### src/rtl/icache_assoc_pkg.sv
// Shared types and address-field width helpers for the set-associative icache.
// Latency: n/a (types and constant functions only).
// Backpressure: n/a.
package icache_assoc_pkg;

    typedef logic [31:0] word_t;

    typedef enum logic [1:0] {
        IDLE  = 2'd0,
        FILL  = 2'd1,
        WRITE = 2'd2
    } state_t;

    // Word-offset bits inside a block (0 when a block is a single word).
    function automatic int off_bits(input int words);
        return $clog2(words);
    endfunction

    // Set-index bits (0 for a single set).
    function automatic int idx_bits(input int sets);
        return $clog2(sets);
    endfunction

    // Tag bits: everything above byte offset, word offset and index.
    function automatic int tag_bits(input int sets, input int words);
        return 30 - $clog2(words) - $clog2(sets);
    endfunction

    // Storage width for a field that may legitimately be zero bits wide.
    function automatic int max1(input int n);
        return (n < 1) ? 1 : n;
    endfunction

endpackage

### src/rtl/icache_lru.sv
// Per-set age-based LRU tracking and victim selection for the icache.
// Latency: victim is combinational from the read set; age updates land at the next edge.
// Backpressure: none; one update per cycle, driven by the cache controller.
module icache_lru
    import icache_assoc_pkg::*;
#(
    parameter int SETS = 8,
    parameter int WAYS = 2,
    localparam int SW = max1(idx_bits(SETS)),
    localparam int WW = max1($clog2(WAYS))
) (
    input  logic          clk,
    input  logic          rst,
    input  logic [SW-1:0] rd_set_i,
    input  logic [WAYS-1:0] valid_i,
    output logic [WW-1:0] victim_o,
    input  logic          upd_i,
    input  logic [SW-1:0] upd_set_i,
    input  logic [WW-1:0] upd_way_i
);

    localparam int AW = max1($clog2(WAYS));

    logic [AW-1:0] age_q [SETS][WAYS];
    logic [AW-1:0] max_age;
    logic          found;

    // Ages reset to the way number so every set starts as a strict ordering;
    // the touched way becomes youngest and ways younger than it age by one.
    always_ff @(posedge clk) begin
        if (rst) begin
            for (int s = 0; s < SETS; s++) begin
                for (int w = 0; w < WAYS; w++) begin
                    age_q[s][w] <= AW'(w);
                end
            end
        end else if (upd_i) begin
            for (int w = 0; w < WAYS; w++) begin
                if (WW'(w) == upd_way_i) begin
                    age_q[upd_set_i][w] <= '0;
                end else if (age_q[upd_set_i][w] < age_q[upd_set_i][upd_way_i]) begin
                    age_q[upd_set_i][w] <= age_q[upd_set_i][w] + 1'b1;
                end
            end
        end
    end

    // Victim: lowest-numbered invalid way, else the oldest way (lowest index on ties).
    always_comb begin
        victim_o = '0;
        found    = 1'b0;
        max_age  = '0;
        for (int w = 0; w < WAYS; w++) begin
            if (!found && !valid_i[w]) begin
                victim_o = WW'(w);
                found    = 1'b1;
            end
        end
        if (!found) begin
            max_age = age_q[rd_set_i][0];
            for (int w = 1; w < WAYS; w++) begin
                if (age_q[rd_set_i][w] > max_age) begin
                    max_age  = age_q[rd_set_i][w];
                    victim_o = WW'(w);
                end
            end
        end
    end

endmodule

### src/rtl/icache_assoc.sv
// Set-associative instruction cache with LRU replacement, flush and hit/miss counters.
// Latency: hits are combinational (zero cycles); a miss hits again WORDS accepted transfers + 2 cycles later.
// Backpressure: fills stall on iwait with iaddr held; fetches are not accepted outside IDLE.
module icache_assoc
    import icache_assoc_pkg::*;
#(
    parameter int CPUID = 0,
    parameter int SETS  = 8,
    parameter int WAYS  = 2,
    parameter int WORDS = 2
) (
    input  logic        CLK,
    input  logic        RST,
    input  logic        imemREN,
    input  logic [31:0] imemaddr,
    output logic        ihit,
    output word_t       imemload,
    input  logic        flush,
    output logic        iREN,
    output logic [31:0] iaddr,
    input  logic        iwait,
    input  word_t       iload,
    output logic [31:0] hit_count,
    output logic [31:0] miss_count
);

    localparam int OB = off_bits(WORDS);
    localparam int TB = tag_bits(SETS, WORDS);
    localparam int OW = max1(OB);
    localparam int SW = max1(idx_bits(SETS));
    localparam int WW = max1($clog2(WAYS));

    typedef logic [TB-1:0] tag_t;

    function automatic logic [SW-1:0] set_of(input logic [31:0] a);
        return SW'((a >> (2 + OB)) & (SETS - 1));
    endfunction

    function automatic logic [OW-1:0] off_of(input logic [31:0] a);
        return OW'((a >> 2) & (WORDS - 1));
    endfunction

    // Parameter legality; CPUID is trace-only and just has to be a sane id.
    a_params: assert property (@(posedge CLK)
        (SETS >= 1) && (WAYS >= 1) && (WAYS <= 8) && (WORDS >= 1) && (WORDS <= 8) && (CPUID >= 0));

    word_t           data_q  [SETS][WAYS][WORDS];
    tag_t            tag_q   [SETS][WAYS];
    logic [WAYS-1:0] valid_q [SETS];
    word_t           buf_q   [WORDS];

    state_t          state_q;
    logic [31:0]     base_q;
    logic [WW-1:0]   way_q;
    logic [OW-1:0]   k_q;
    logic            iren_q;
    logic [31:0]     iaddr_q;
    logic [31:0]     hit_count_q;
    logic [31:0]     miss_count_q;

    logic [SW-1:0]   rd_set;
    logic [OW-1:0]   rd_off;
    tag_t            rd_tag;
    logic [SW-1:0]   fill_set;
    logic            tag_hit;
    logic [WW-1:0]   hit_way;
    logic [WW-1:0]   victim;
    logic            fill_start;
    logic            write_commit;

    assign rd_set   = set_of(imemaddr);
    assign rd_off   = off_of(imemaddr);
    assign rd_tag   = imemaddr[31 -: TB];
    assign fill_set = set_of(base_q);

    // Tag compare across the ways of the addressed set.
    always_comb begin
        tag_hit = 1'b0;
        hit_way = '0;
        for (int w = 0; w < WAYS; w++) begin
            if (valid_q[rd_set][w] && (tag_q[rd_set][w] == rd_tag)) begin
                tag_hit = 1'b1;
                hit_way = WW'(w);
            end
        end
    end

    // A flush in the same cycle masks the hit so it is neither returned nor counted.
    assign ihit         = imemREN && (state_q == IDLE) && !flush && tag_hit;
    assign imemload     = ihit ? data_q[rd_set][hit_way][rd_off] : '0;
    assign fill_start   = imemREN && (state_q == IDLE) && !flush && !tag_hit;
    assign write_commit = (state_q == WRITE) && !flush;

    assign iREN       = iren_q;
    assign iaddr      = iaddr_q;
    assign hit_count  = hit_count_q;
    assign miss_count = miss_count_q;

    icache_lru #(
        .SETS (SETS),
        .WAYS (WAYS)
    ) u_lru (
        .clk       (CLK),
        .rst       (RST),
        .rd_set_i  (rd_set),
        .valid_i   (valid_q[rd_set]),
        .victim_o  (victim),
        .upd_i     (ihit || write_commit),
        .upd_set_i (ihit ? rd_set : fill_set),
        .upd_way_i (ihit ? hit_way : way_q)
    );

    // Fill controller: latch the miss, stream WORDS words from memory, then one write cycle.
    always_ff @(posedge CLK) begin
        if (RST) begin
            state_q <= IDLE;
            base_q  <= '0;
            way_q   <= '0;
            k_q     <= '0;
            iren_q  <= 1'b0;
            iaddr_q <= '0;
        end else begin
            case (state_q)
                IDLE: begin
                    if (fill_start) begin
                        state_q <= FILL;
                        base_q  <= imemaddr & ~32'(WORDS * 4 - 1);
                        iaddr_q <= imemaddr & ~32'(WORDS * 4 - 1);
                        way_q   <= victim;
                        k_q     <= '0;
                        iren_q  <= 1'b1;
                    end
                end
                FILL: begin
                    if (flush) begin
                        state_q <= IDLE;
                        iren_q  <= 1'b0;
                        iaddr_q <= '0;
                    end else if (!iwait) begin
                        if (k_q == OW'(WORDS - 1)) begin
                            state_q <= WRITE;
                            iren_q  <= 1'b0;
                            iaddr_q <= '0;
                        end else begin
                            k_q     <= k_q + 1'b1;
                            iaddr_q <= iaddr_q + 32'd4;
                        end
                    end
                end
                WRITE: begin
                    state_q <= IDLE;
                end
                default: begin
                    state_q <= IDLE;
                    iren_q  <= 1'b0;
                    iaddr_q <= '0;
                end
            endcase
        end
    end

    // Capture each accepted memory word into the fill buffer.
    always_ff @(posedge CLK) begin
        if ((state_q == FILL) && !flush && !iwait) begin
            buf_q[k_q] <= iload;
        end
    end

    // Commit the completed block and its tag into the victim way.
    always_ff @(posedge CLK) begin
        if (write_commit) begin
            for (int i = 0; i < WORDS; i++) begin
                data_q[fill_set][way_q][i] <= buf_q[i];
            end
            tag_q[fill_set][way_q] <= base_q[31 -: TB];
        end
    end

    // Valid bits: cleared by reset or flush, set when a fill commits.
    always_ff @(posedge CLK) begin
        if (RST || flush) begin
            for (int s = 0; s < SETS; s++) begin
                valid_q[s] <= '0;
            end
        end else if (state_q == WRITE) begin
            valid_q[fill_set][way_q] <= 1'b1;
        end
    end

    // Saturating statistics: hits per hit cycle, misses per fill started.
    always_ff @(posedge CLK) begin
        if (RST) begin
            hit_count_q  <= '0;
            miss_count_q <= '0;
        end else begin
            if (ihit && (hit_count_q != '1)) begin
                hit_count_q <= hit_count_q + 32'd1;
            end
            if (fill_start && (miss_count_q != '1)) begin
                miss_count_q <= miss_count_q + 32'd1;
            end
        end
    end

endmodule

### config.mk
export PLATFORM = sky130hd
export DESIGN_NAME = icache_assoc
export DESIGN_NICKNAME = d
export VERILOG_FILES = /design/src/rtl/icache_assoc_pkg.sv /design/src/rtl/icache_lru.sv /design/src/rtl/icache_assoc.sv
export SDC_FILE = /design/constraint.sdc
export NUM_CORES = 2
export LEC_CHECK = 0
export CELL_PAD_IN_SITES_DETAIL_PLACEMENT = 2
export CELL_PAD_IN_SITES_GLOBAL_PLACEMENT = 2
export CORE_UTILIZATION = 43
export CTS_CLUSTER_SIZE = 20
export DETAILED_ROUTE_END_ITERATION = 6
export PLACE_DENSITY = 0.88
export SKIP_LAST_GASP = 1
export SLEW_MARGIN = 10
export SYNTH_ARGS = -nofsm -noshare
export SYNTH_HDL_FRONTEND = slang
export SYNTH_SLANG_ARGS = --single-unit
export TNS_END_PERCENT = 20
### constraint.sdc
create_clock -name CLK -period 8.8 [get_ports CLK]
set_input_delay 2.64 -clock CLK [delete_from_list [all_inputs] [get_ports CLK]]
set_output_delay 2.64 -clock CLK [all_outputs]
set_load 0.005 [all_outputs]
==> flow_metrics.py <==
metrics = {
    "placement": {
        "io_buffers": 194,
        "pre_cts_slack_ps": -901,
        "dp_hpwl_um": 151000,
        "placed_area_mm2": 0.0718,
        "place.gp.congestion": 0.852,
    },
    "status": {
        "status": "finished, violations left",
        "failed_checks": "setup timing",
    },
    "floorplan": {
        "dieHeight_um": 394,
        "die_w_um": 394,
        "die-area_mm2": 0.155,
        "initial_core_util": 0.433,
        "ioPinCount": 199,
        "core.rowCount": 143,
        "core-area_mm2": 0.152,
    },
    "timing": {
        "hold_viol_final": 0,
        "max_freq_mhz": 103,
        "setup_ws_ps": -905,
        "setup_viol": 33,
        "max_slew_margin": 0.0989,
        "worst_slew_pin_slew_ps": 1350,
        "fin_setup_tns_ps": -25800,
        "rsz0062_at_grt": "true",
        "finalCriticalPeriod_ps": 9710,
        "period_share": 1.10,
        "finClkSkew_ps": 77.7,
        "slew_viol_final": 0,
    },
    "global_route": {
        "grt_max_degree": 138,
        "grt-ovfl-total": 0,
        "grt_use_total": 0.374,
        "grt_first_pass_wirelength_um": 396000,
        "grt_antenna_before_repair": 15,
        "grt_pass1_vias": 44600,
    },
    "synthesis": {
        "seq_area_frac_synth": 0.736,
        "synth-edff-count": 1519,
        "syn_avg_cell_area_um2": 18.5,
        "syn_inst": 3561,
        "ys.warnings.count": 0,
        "synth_ff_type": "edfxtp_1",
        "synthArstFlopShare": 0,
        "synth_cell_type_count": 75,
        "syn_area_mm2": 0.0659,
        "ys_seq_elements": 1664,
    },
    "final_layout": {
        "fin_nets": 4130,
        "final_area_mm2": 0.0788,
        "area_growth_pct": 19.5,
        "layout-drive-gt1-share": 0.259,
    },
    "clock_network": {
        "cts_htree_levels": 4,
        "cts_buffers": 176,
        "holdBufCountCts": 0,
        "cts_tree": "done",
        "cts_buffer_depth": 3,
        "cts_sinks": 1664,
        "clock_latency_ps": 870,
        "path_clk_slew_ps": 60,
        "clockRootBuffer": "clkbuf_16",
    },
    "power": {
        "ir_worst_vdd_v": 0.000211,
        "p_leak_nw": 25.6,
        "power_density_mw_per_mm2": 223,
    },
    "min_path": {
        "hold_class": "reg2reg",
        "holdPathStages": 2,
    },
    "setup_path": {
        "cp.required_ps": 6160,
        "arrival_ps": 7070,
        "crit_type": "in2out",
        "startpoint_type": "input pin",
        "end_kind": "output port",
        "crit_fanout": 12,
        "r2r_cells": 16,
        "r2r_slack_ps": 2520,
    },
    "drt": {
        "routed_via_density": 6.93,
        "ant_nets": 0,
        "routed_wl_um": 299000,
        "wl_per_cell_um": 47.8,
        "drc_errors": 0,
        "drt_iter0_markers": 6769,
        "dr.pass1.iters": 5,
        "vias": 43300,
    },
    "job": {
        "drv_cap": 0,
    },
}
synth_stat cells, types with 3 or more instances:
cell type | instances | area share
or3_1 | 27 | 0.0026
o21a_1 | 8 | 0.00091
a21oi_1 | 92 | 0.0070
buf_2 | 22 | 0.0017
xor2_1 | 35 | 0.0047
buf_6 | 7 | 0.0012
or2_2 | 4 | 0.00038
ha_1 | 3 | 0.00057
a21boi_1 | 5 | 0.00057
and2_1 | 6 | 0.00057
nand3b_1 | 6 | 0.00068
and3_1 | 29 | 0.0028
nor3_1 | 47 | 0.0036
nor3b_1 | 5 | 0.00057
o22ai_1 | 15 | 0.0014
inv_1 | 33 | 0.0019
a22o_1 | 10 | 0.0013
a32oi_1 | 3 | 0.00040
clkbuf_1 | 124 | 0.0071
buf_1 | 10 | 0.00057
xnor2_1 | 45 | 0.0060
and4_1 | 4 | 0.00053
a221oi_1 | 12 | 0.0016
o21ai_1 | 4 | 0.00030
nor4_1 | 18 | 0.0017
nand4_1 | 21 | 0.0020
a211oi_1 | 4 | 0.00046
mux2i_1 | 158 | 0.024
a22oi_1 | 27 | 0.0031
and3b_1 | 3 | 0.00040
nand2_1 | 296 | 0.017
edfxtp_1 | 1519 | 0.69
or4_1 | 3 | 0.00034
dfxtp_1 | 145 | 0.044
buf_4 | 17 | 0.0019
mux2_2 | 26 | 0.0044
nand2b_1 | 10 | 0.00095
o21ai_0 | 46 | 0.0035
mux4_2 | 384 | 0.13
nor2_1 | 224 | 0.013
nor2b_1 | 13 | 0.0012
nand3_1 | 45 | 0.0034
a21bo_2 | 3 | 0.00046
path summary, 6_finish.rpt:
path                 start           endpoint
max            imemaddr[5]        imemload[8]
max reg2reg   tag_q[7][23]  u_lru.age_q[1][1]
min reg2reg  hit_count[27]      hit_count[27]
min          hit_count[27]      hit_count[27]
worst max-delay path: stages:
cell,delay (ps)
buf_12,150
buf_16,190
buf_12,150
buf_12,170
mux2i_1,340
a22o_1,310
nor3_2,150
nor4_4,480
nand4_1,220
buf_4,210
nor4_4,140
buf_4,170
buf_12,150
buf_12,150
buf_12,120
buf_16,140
mux4_2,550
mux2i_1,210
buf_4,190
nor2_4,40
buf_6,110
sequential cells by signal, summed over array words and instances, names as in the netlist, 2 cells and up:
name	flops
iaddr	30
base_q	29
state_q	2
tag_q	416
valid_q	16
hit_count	32
buf_q	64
u_lru.age_q	16
data_q	1024
miss_count	32
area by class of cell:
| type | instances | area, um^2 |
|---|---|---|
| repair buffers | 500 | 4850 |
| well taps | 2030 | 2540 |
| inverters | 34 | 188 |
| clock inverters | 89 | 885 |
| clock buffers | 238 | 4690 |
| fillers | 13200 | 73300 |
| multi-input cells | 1682 | 17100 |
| flip-flops and latches | 1664 | 48500 |
| diodes | 9 | 22.5 |
cells by family (layout without fill, tap and decap cells):
kind of cell    count (synthesis)  in the layout  share of synthesized area
flops                        1664           1664                      0.736
simple gates                  777            777                     0.0537
mux                           570            570                      0.160
compound gates                250            250                     0.0239
buf+inv                       216            861                     0.0148
xor+xnor                       80             80                     0.0106
fa+ha+maj                       3              3                   0.000570
other cells                     1             11                  0.0000569
stage by stage:
stage | hold slack (ps) | total power, mW | util | instances
2_1_floorplan | 442 | 9.20 | - | 3562
3_3_place_gp | 450 | 9.51 | 0.472 | 5855
3_5_place_dp | 469 | 9.59 | 0.472 | 5855
4_1_cts | 512 | 17.2 | 0.515 | 6226
5_1_grt | 552 | 17.7 | 0.518 | 6239
6_report | 508 | 17.5 | 0.518 | 6246
where the power goes:
part           leakage (nW)  internal (mW)  switching [mW]
clock network          2.70           4.13            3.82
registers              14.7           8.56          0.0771
logic                  8.23          0.400           0.557
total                  25.6           13.1            4.45
cell usage in the layout (no fill, tap or decap), drive strengths merged, types with 47 or more instances in the layout:
cell type      instances
a21oi                 92
clkdlybuf4s50        156
dfxtp                145
edfxtp              1519
nand2                296
mux2i                160
mux4                 384
nor2                 224
o21ai                 52
clkinv                68
nor3                  47
buf                  320
clkbuf               242
per-layer routing:
| layer | vias to the layer above | wire (um) | global-route usage |
|---|---|---|---|
| li1 | 15200 | - | - |
| met4 | 10 | 25900 | 0.256 |
| met1 | 22900 | 101000 | 0.450 |
| met3 | 1243 | 30000 | 0.0775 |
| met2 | 3929 | 142000 | 0.605 |
| met5 | - | 53 | 0 |
timing repair:
item,CTS,global route
cloned,6,0
pin swaps,17,16
endpoints found under the setup margin,33,33
setup buffers,41,20
gates resized for setup,170,86
(Power assumes the default switching activity.)
